File: src/rtl/minisys_mem_pkg.sv
// Shared definitions for the Minisys-1A memory stage: access-size encodings, the bus FSM
// states and the bubble values loaded into the EX/MEM and MEM/WB pipeline registers.
package minisys_mem_pkg;

    localparam logic [1:0] SZ_BYTE = 2'b00;
    localparam logic [1:0] SZ_HALF = 2'b01;
    localparam logic [1:0] SZ_WORD = 2'b10;

    typedef enum logic {
        StIdle = 1'b0,
        StWait = 1'b1
    } mem_state_e;

    typedef struct packed {
        logic        valid;
        logic [31:0] alu_result;
        logic [31:0] rt_value;
        logic [4:0]  addr;
        logic        regwrite;
        logic        memread;
        logic        memwrite;
        logic        memsign;
        logic [1:0]  memsize;
    } ex_mem_t;

    typedef struct packed {
        logic [31:0] data;
        logic [4:0]  addr;
        logic        regwrite;
        logic        adel;
        logic        ades;
        logic        bus_err;
    } mem_wb_t;

    localparam ex_mem_t EX_MEM_BUBBLE = '0;
    localparam mem_wb_t MEM_WB_BUBBLE = '0;

endpackage

File: src/rtl/mem_align32.sv
// Combinational little-endian byte-lane steering: store replication, byte enables,
// load extraction with sign/zero extension, and the natural-alignment check.
module mem_align32
    import minisys_mem_pkg::*;
(
    input  logic [1:0]  addr_lo,
    input  logic [1:0]  size,
    input  logic [31:0] store_data,
    input  logic [31:0] rdata,
    input  logic        load_sign,
    output logic [3:0]  be,
    output logic [31:0] wdata,
    output logic [31:0] load_data,
    output logic        misaligned
);

    logic [7:0]  lane_b;
    logic [15:0] lane_h;

    assign lane_b = rdata[8*addr_lo +: 8];
    assign lane_h = addr_lo[1] ? rdata[31:16] : rdata[15:0];

    always_comb begin
        be         = 4'b1111;
        wdata      = store_data;
        load_data  = rdata;
        misaligned = 1'b0;
        case (size)
            SZ_BYTE: begin
                be        = 4'b0001 << addr_lo;
                wdata     = {4{store_data[7:0]}};
                load_data = {{24{load_sign & lane_b[7]}}, lane_b};
            end
            SZ_HALF: begin
                be         = addr_lo[1] ? 4'b1100 : 4'b0011;
                wdata      = {2{store_data[15:0]}};
                load_data  = {{16{load_sign & lane_h[15]}}, lane_h};
                misaligned = addr_lo[0];
            end
            default: begin
                misaligned = |addr_lo;
            end
        endcase
    end

endmodule

File: src/rtl/mem_stage32.sv
// Minisys-1A memory stage: EX/MEM register, single-outstanding request/ack data bus and
// MEM/WB register. Optional request timeout is built when MEM_TIMEOUT_EN is defined.
module mem_stage32
    import minisys_mem_pkg::*;
#(
    parameter int unsigned TIMEOUT_CYCLES = 255
) (
    input  logic        clock,
    input  logic        reset_n,
    input  logic        ex_valid,
    input  logic [31:0] ALU_Result,
    input  logic [31:0] rt_value,
    input  logic [4:0]  address,
    input  logic        RegWrite,
    input  logic        MemRead,
    input  logic        MemWrite,
    input  logic        MemSign,
    input  logic [1:0]  MemSize,
    input  logic        flush,
    output logic        mem_req,
    output logic        mem_we,
    output logic [31:0] mem_addr,
    output logic [31:0] mem_wdata,
    output logic [3:0]  mem_be,
    input  logic        mem_ack,
    input  logic [31:0] mem_rdata,
    output logic        mem_stall,
    output logic [31:0] EX_MEM_ALU_result,
    output logic [31:0] WB_data,
    output logic [4:0]  wb_addr,
    output logic        wb_regwrite,
    output logic        adel,
    output logic        ades,
    output logic        bus_err
);

    ex_mem_t    ex_mem_q, ex_mem_d;
    mem_wb_t    mem_wb_q, mem_wb_d;
    mem_state_e state_q, state_d;

    logic [3:0]  al_be;
    logic [31:0] al_wdata;
    logic [31:0] al_load;
    logic        al_misaligned;
    logic        is_mem;
    logic        exc_misalign;
    logic        req;
    logic        timeout;

    mem_align32 u_align (
        .addr_lo    (ex_mem_q.alu_result[1:0]),
        .size       (ex_mem_q.memsize),
        .store_data (ex_mem_q.rt_value),
        .rdata      (mem_rdata),
        .load_sign  (ex_mem_q.memsign),
        .be         (al_be),
        .wdata      (al_wdata),
        .load_data  (al_load),
        .misaligned (al_misaligned)
    );

    assign is_mem       = ex_mem_q.valid & (ex_mem_q.memread | ex_mem_q.memwrite);
    assign exc_misalign = is_mem & al_misaligned;
    // In WAIT the EX/MEM register is frozen, so the request and its fields stay stable.
    assign req          = (state_q == StWait) | (is_mem & ~al_misaligned);

`ifdef MEM_TIMEOUT_EN
    localparam int unsigned CntW = ($clog2(TIMEOUT_CYCLES + 1) > 8) ?
                                   $clog2(TIMEOUT_CYCLES + 1) : 8;

    logic [CntW-1:0] cnt_q, cnt_d;

    // Timeout fires in the last permitted WAIT cycle; an ack in that cycle still wins.
    assign timeout = (state_q == StWait) & ~mem_ack &
                     (cnt_q == CntW'(TIMEOUT_CYCLES - 1));

    always_comb begin
        cnt_d = '0;
        if (state_q == StWait) begin
            cnt_d = cnt_q + 1'b1;
        end
    end

    always_ff @(posedge clock or negedge reset_n) begin
        if (!reset_n) begin
            cnt_q <= '0;
        end else begin
            cnt_q <= cnt_d;
        end
    end
`else
    logic unused_timeout_cycles;
    assign unused_timeout_cycles = ^TIMEOUT_CYCLES;
    assign timeout               = 1'b0;
`endif

    assign mem_stall = req & ~mem_ack & ~timeout;

    always_comb begin
        state_d = state_q;
        unique case (state_q)
            StIdle: if (req && !mem_ack)       state_d = StWait;
            StWait: if (mem_ack || timeout)    state_d = StIdle;
            default:                           state_d = StIdle;
        endcase
    end

    always_comb begin
        ex_mem_d = ex_mem_q;
        if (!mem_stall) begin
            if (flush) begin
                ex_mem_d = EX_MEM_BUBBLE;
            end else begin
                ex_mem_d.valid      = ex_valid;
                ex_mem_d.alu_result = ALU_Result;
                ex_mem_d.rt_value   = rt_value;
                ex_mem_d.addr       = address;
                ex_mem_d.regwrite   = RegWrite;
                ex_mem_d.memread    = MemRead;
                ex_mem_d.memwrite   = MemWrite;
                ex_mem_d.memsign    = MemSign;
                ex_mem_d.memsize    = MemSize;
            end
        end
    end

    always_comb begin
        mem_wb_d = MEM_WB_BUBBLE;
        if (!mem_stall) begin
            mem_wb_d.data     = (ex_mem_q.memread && !exc_misalign) ? al_load
                                                                    : ex_mem_q.alu_result;
            mem_wb_d.addr     = ex_mem_q.addr;
            mem_wb_d.regwrite = ex_mem_q.valid & ex_mem_q.regwrite & ~ex_mem_q.memwrite &
                                ~exc_misalign & ~timeout;
            mem_wb_d.adel     = exc_misalign & ex_mem_q.memread;
            mem_wb_d.ades     = exc_misalign & ex_mem_q.memwrite;
            mem_wb_d.bus_err  = timeout;
        end
    end

    always_ff @(posedge clock or negedge reset_n) begin
        if (!reset_n) begin
            state_q  <= StIdle;
            ex_mem_q <= EX_MEM_BUBBLE;
            mem_wb_q <= MEM_WB_BUBBLE;
        end else begin
            state_q  <= state_d;
            ex_mem_q <= ex_mem_d;
            mem_wb_q <= mem_wb_d;
        end
    end

    assign mem_req           = req;
    assign mem_we            = req & ex_mem_q.memwrite;
    assign mem_addr          = req ? {ex_mem_q.alu_result[31:2], 2'b00} : 32'h0;
    assign mem_be            = req ? al_be : 4'b0000;
    assign mem_wdata         = (req && ex_mem_q.memwrite) ? al_wdata : 32'h0;
    assign EX_MEM_ALU_result = ex_mem_q.alu_result;
    assign WB_data           = mem_wb_q.data;
    assign wb_addr           = mem_wb_q.addr;
    assign wb_regwrite       = mem_wb_q.regwrite;
    assign adel              = mem_wb_q.adel;
    assign ades              = mem_wb_q.ades;
    assign bus_err           = mem_wb_q.bus_err;

endmodule

File: config.mk
export PLATFORM = sky130hd
export DESIGN_NAME = mem_stage32
export DESIGN_NICKNAME = d
export VERILOG_FILES = /design/src/rtl/minisys_mem_pkg.sv /design/src/rtl/mem_align32.sv /design/src/rtl/mem_stage32.sv
export SDC_FILE = /design/constraint.sdc
export NUM_CORES = 1
export LEC_CHECK = 0
export BUFFER_PORTS_ARGS = -buffer_cell sky130_fd_sc_hd__buf_2
export CAP_MARGIN = 0
export CELL_PAD_IN_SITES_DETAIL_PLACEMENT = 1
export CELL_PAD_IN_SITES_GLOBAL_PLACEMENT = 2
export CORE_MARGIN = 5
export CORE_UTILIZATION = 27
export DETAILED_ROUTE_END_ITERATION = 8
export GPL_TIMING_DRIVEN = 0
export PLACE_DENSITY = 0.85
export SYNTH_ARGS = -nofsm -noshare
export SYNTH_HDL_FRONTEND = slang
export SYNTH_SLANG_ARGS = --single-unit
File: constraint.sdc
create_clock -name clock -period 1.8 [get_ports clock]
set_input_delay 0.09 -clock clock [delete_from_list [all_inputs] [get_ports clock]]
set_output_delay 0.09 -clock clock [all_outputs]
set_load 0.01 [all_outputs]
## Word-level counts from Yosys, hierarchy flattened

Index checks and enable logic that the tools add are counted.

- Equal/unequal tests: 1
- Shift operators: 2
- Multiplexer cells: 15
- Bitwise gates (word level): 19
- Reduce and logical (&&, ||, !) cells: 7

Operators by type and width:

| operator | count |
|---|---|
| $pmux W32 S2 | 2 |
| $mux W32 | 3 |
| $mux W76 | 1 |
| $mux W41 | 1 |
| $shiftx A32 B6 Y8 | 1 |
| $mux W16 | 1 |
| $and A1 B1 Y1 | 12 |
| $mux W4 | 2 |
| $pmux W4 S2 | 1 |
| $not A1 Y1 | 5 |
| $pmux W1 S2 | 2 |
| $shl A1 B2 Y4 const A | 1 |
| $logic_and A1 B1 Y1 | 3 |
| $eq A2 B1 Y1 const B | 1 |
| $logic_not A1 Y1 | 2 |
| $logic_not A2 Y1 | 1 |
| $mux W1 | 2 |
| $or A1 B1 Y1 | 2 |
| $reduce_or A2 Y1 | 1 |

- Bits in registers: 118
- Bits of input ports: 112
- Output and inout port bits: 144
- Logic and storage cells: 60

## Longest topological paths before layout

- Word-level depth: 8
- Depth in mapped cells: 8
- Gate-level depth less buffers: 5

## By module

From an unflattened synthesis, not the netlist that was laid out.

- Cells, all modules: 699
- Area total of the unflattened synthesis: 7,254.5 sq um

By module, submodules not included:

| module | instances | cells each | area an instance (sq um) | sequential area each (sq um) |
|---|---|---|---|---|
| mem_stage32 | 1 | 519 | 6,049.6 | 2,927.8 |
| mem_align32 | 1 | 180 | 1,204.9 | 0.0 |

## Least setup slack after synthesis

OpenSTA, ideal clock, no wires.

- Path kind: register to register
- Start point: reg ex_mem_q[3] (netlist bit)
- End point: reg ex_mem_q (netlist bit EX_MEM_ALU_result[0])
- Setup time: 125 ps
- Arrival: 1,573 ps
- Data required time: 1,675 ps
- Path slack: 102 ps
- Stages on the path, launching flop included: 7
- Path buffers: 2
- Cell sequence: dfrtp_1 or2_1 a41oi_2 or2_1 buf_8 buf_6 mux2_4

- Cells in the longest elaborated chain, start to end: 5

RTL lines:

| what | RTL line | text |
|---|---|---|
| start, declared | mem_stage32.sv:37 | `ex_mem_t ex_mem_q, ex_mem_d;` |
| start signal, assigned | mem_stage32.sv:148 | `ex_mem_q <= ex_mem_d;` |
| $or A1 B1 Y1 | mem_stage32.sv:62 | `assign is_mem = ex_mem_q.valid & (ex_mem_q.memread \| ex_mem_q.memwrite);` |
| $and A1 B1 Y1 | mem_stage32.sv:62 |  |
| $and A1 B1 Y1 | mem_stage32.sv:65 | `assign req = (state_q == StWait) \| (is_mem & ~al_misaligned);` |
| $or A1 B1 Y1 | mem_stage32.sv:65 |  |
| $and A1 B1 Y1 | mem_stage32.sv:97 | `assign mem_stall = req & ~mem_ack & ~timeout;` |

No other way between the ends.
A chain may end at the register's enable or synchronous reset.

## Final worst setup path

- Start point: reg ex_mem_q[1] (netlist bit)
- End point: reg ex_mem_q (netlist bit EX_MEM_ALU_result[19])

- Cells in the longest elaborated chain, start to end: 6
- Elaborated cells between the ends (all ways): 7

RTL lines:

| what | RTL line | text |
|---|---|---|
| $eq A2 B1 Y1 / $logic_not A2 Y1 (equally long branches) | mem_align32.sv:28 | `case (size)` |
| $pmux W1 S2 (*) | mem_align32.sv:28 |  |
| $not A1 Y1 (*) | mem_stage32.sv:65 |  |
| $and A1 B1 Y1 (*) | mem_stage32.sv:65 |  |
| $or A1 B1 Y1 (*) | mem_stage32.sv:65 |  |
| $and A1 B1 Y1 (*) | mem_stage32.sv:97 |  |

Every way passes the cells marked *; elsewhere a longest branch is shown, timed or not.

==> reports/metrics.yaml <==
overflow: 0
vias_per_cell: 4.76
cts_tree: "done"
drive_above_1_share_pct: 55.3
ir_drop_mv: 0.496
grt_pass1_vias: 6727
cts.clk_slew.worst_paths_ps: 50
slowest_stage: "dfrtp_1"
place_inst: 1235
die_w_um: 171
dieArea_sq_um: 29200
ant_nets: 0
arrival_ps: 2470
grt_usage_pct: 19.2
cp-start-kind: "flop"
port_buffers: 251
grt_max_degree: 87
critPathMaxFanout: 7
period_share_pct: 121
place_ws_ps: -365
placed_cell_area_sq_um: 8700
clk_latency_ps: 410
critical_path_class: "reg2reg"
initialDrtViolationCount: 335
hold_viol_final: 0
clock_sinks: 117
numCtsBuffers: 17
worst_slew_pin_slew_ps: 720
ioPinCount: 256
yosys.area.top_type: "dfrtp_1"
max_cap_viol_count: 0
initial_core_util_pct: 27.6
nNetsFinal: 1088
dp_hpwl_um: 20800
ys_seq_area_share_pct: 41.9
postLayoutCoreUtil_pct: 42.9
firstDrtPassIters: 4
crit_chain: "buf_4 > buf_4 > o21ai_2 > a41oi_2 > or2_1 > buf_12 > buf_12 > buf_12 > buf_16 > mux2_4"
vias: 6272
fmax_mhz: 458
status: "complete, but fails checks"
rows: 58
syn_inst: 651
die_h_um: 171
slew_violations: 0
antenna_found_initial: 3
synthTopCellsByArea: "dfrtp_1, mux2_4, nor2b_1"
synth_area_sq_um: 6990
ys_ff_latch: 117
finalWirelength_um: 29100
area_delta_synth_final_pct: 55.5
min_path_type: "in2reg"
fin_area_sq_um: 10900
ys_warn_count: 0
relSlewSlack_pct: 52.0
gp_congestion: 0.822
ctsRootBufferMaster: "clkbuf_16"
setup_slack_ps: -383
clock_skew_ps: 14.2
synth_area_per_cell_sq_um: 10.7
violations: "setup timing"
cp.required_ps: 2090
min_period_ps: 2180
critPathMostFrequentCell: "buf_12"
finalSetupViolCount: 176
fin_cells: 1319
core_sq_um: 25300
p_per_area_nw_per_um2: 844
grt_first_pass_wirelength_um: 42300
rsz0062_at_grt: "true"
drc: 0
synth_top_area_share_pct: 41.9
htree_levels: 4
synth.distinct_cells: 41
endpoint_kind: "flop"
max_stage_delay_ps: 390
cts_buffer_depth: 2
power_leakage_uw: 0.00551
wire_per_inst_um: 22.1
==> cell families (layout without fill, tap and decap cells) <==
group	Yosys count	after routing	share of synthesized area [%]
other	1	4	0.0537
buffers and inverters	96	431	8.95
AND/OR/NAND/NOR	211	211	16.3
flip-flops	117	117	41.9
multiplexers	102	102	19.9
AO/OA/AOI/OAI	124	124	12.9
==> worst paths after layout <==
| kind | startpoint | endpoint | slack (ps) | cells past startpoint |
|---|---|---|---|---|
| setup reg to reg | ex_mem_q[1] | EX_MEM_ALU_result[19] | -380 | 10 |
| min in group asynchronous | reset_n | ex_mem_q[34] | 130 | 2 |
| hold / removal | ALU_Result[28] | EX_MEM_ALU_result[28] | 40 | 3 |
| hold reg to reg | ex_mem_q[8] | wb_addr[2] | 490 | 1 |
| max in group asynchronous | reset_n | ex_mem_q[3] | 890 | 3 |
| setup / recovery | ex_mem_q[1] | EX_MEM_ALU_result[19] | -380 | 10 |
==> cell type report <==
class / count / area [sq um]
clock buffer: 22 / 484
multi-input combinational: 440 / 3810
tap: 330 / 413
buffer: 84 / 801
sequential: 117 / 2930
fill: 2822 / 14500
timing repair buffer: 306 / 2240
antenna: 1 / 2.50
inverter: 9 / 50.0
timing repair inverter: 1 / 7.51
clock inverter: 9 / 125
==> layout by cell type, fill, tap and decap left out, drive strengths merged, types with 16 or more instances in the layout <==
cell type  synthesis  final
dfrtp            117    117
mux2i             30     30
nand2             35     35
o211ai            16     16
nor2              40     40
a21o              17     17
nor2b            107    107
mux2              71     71
clkbuf            20     42
buf               67    361
a21oi             38     38
==> worst max-delay path: cells and delay by family (launching register included) <==
kind	cells	cell delay (ps)
DFF	1	390
and+or+nand+nor	1	280
AOI/OAI and AO/OA	2	260
muxes	1	290
buffers and inverters	6	830
==> layer usage <==
metal | vias up | global-route usage, % | share of wire (%)
met5 | - | 0 | 0.12
met1 | 3133 | 24.4 | 42
met2 | 256 | 33.0 | 49
li1 | 2853 | - | -
met3 | 24 | 5.89 | 7.6
met4 | 6 | 3.20 | 0.98
==> report_power, final <==
group	total [uW]	leakage, uW	internal, uW	switching, uW
Clock	3540	0.000298	2310	1240
Sequential	3080	0.00151	2890	199
Combinational	2540	0.00371	1310	1240
==> state kept, by name, indices dropped and copies added, names as in the netlist <==
name,cells
EX_MEM_ALU_result,32
adel,1
WB_data,32
wb_regwrite,1
ex_mem_q,44
state_q,1
ades,1
wb_addr,5
==> synth_stat cells (all sizes together) <==
| master | instances |
|---|---|
| nor2 | 40 |
| a221oi | 7 |
| and2 | 14 |
| o221a | 7 |
| mux2i | 30 |
| o21ai | 11 |
| o211ai | 16 |
| nor2b | 107 |
| nand2b | 5 |
| a22oi | 1 |
| mux4 | 1 |
| nand3 | 3 |
| o22ai | 1 |
| buf | 67 |
| clkbuf | 20 |
| or2 | 3 |
| a22o | 14 |
| a31oi | 1 |
| mux2 | 71 |
| nor4b | 1 |
| dfrtp | 117 |
| nand2 | 35 |
| nor3 | 2 |
| or3b | 1 |
| a21oi | 38 |
| o31ai | 1 |
| conb | 1 |
| a311oi | 1 |
| a211oi | 8 |
| a41oi | 1 |
| inv | 9 |
| a21o | 17 |
==> stage by stage <==
stage / hold WS [ps] / power (uW) / TNS (ps)
finish: 38.6 / 9170 / -43090
global route: 18.6 / 9590 / -55530
CTS: 7.80 / 9160 / -47550
detailed placement: 2.13 / 5110 / -26870
global placement: 353 / 5050 / -136340
floorplan: -206 / 4270 / 0
==> what timing repair did <==
| item | 4_1_cts | 5_1_grt |
|---|---|---|
| endpoints found under the setup margin | 177 | 185 |
| gates resized for setup | 172 | 55 |
| pin swaps | 16 | 18 |
| endpoints found under the hold margin | 60 | 0 |
| hold buffers | 6 | 0 |
| buffers inserted | 28 | 9 |
| cloned | 12 | 2 |
No activity file was read; power rests on OpenSTA's default activity.
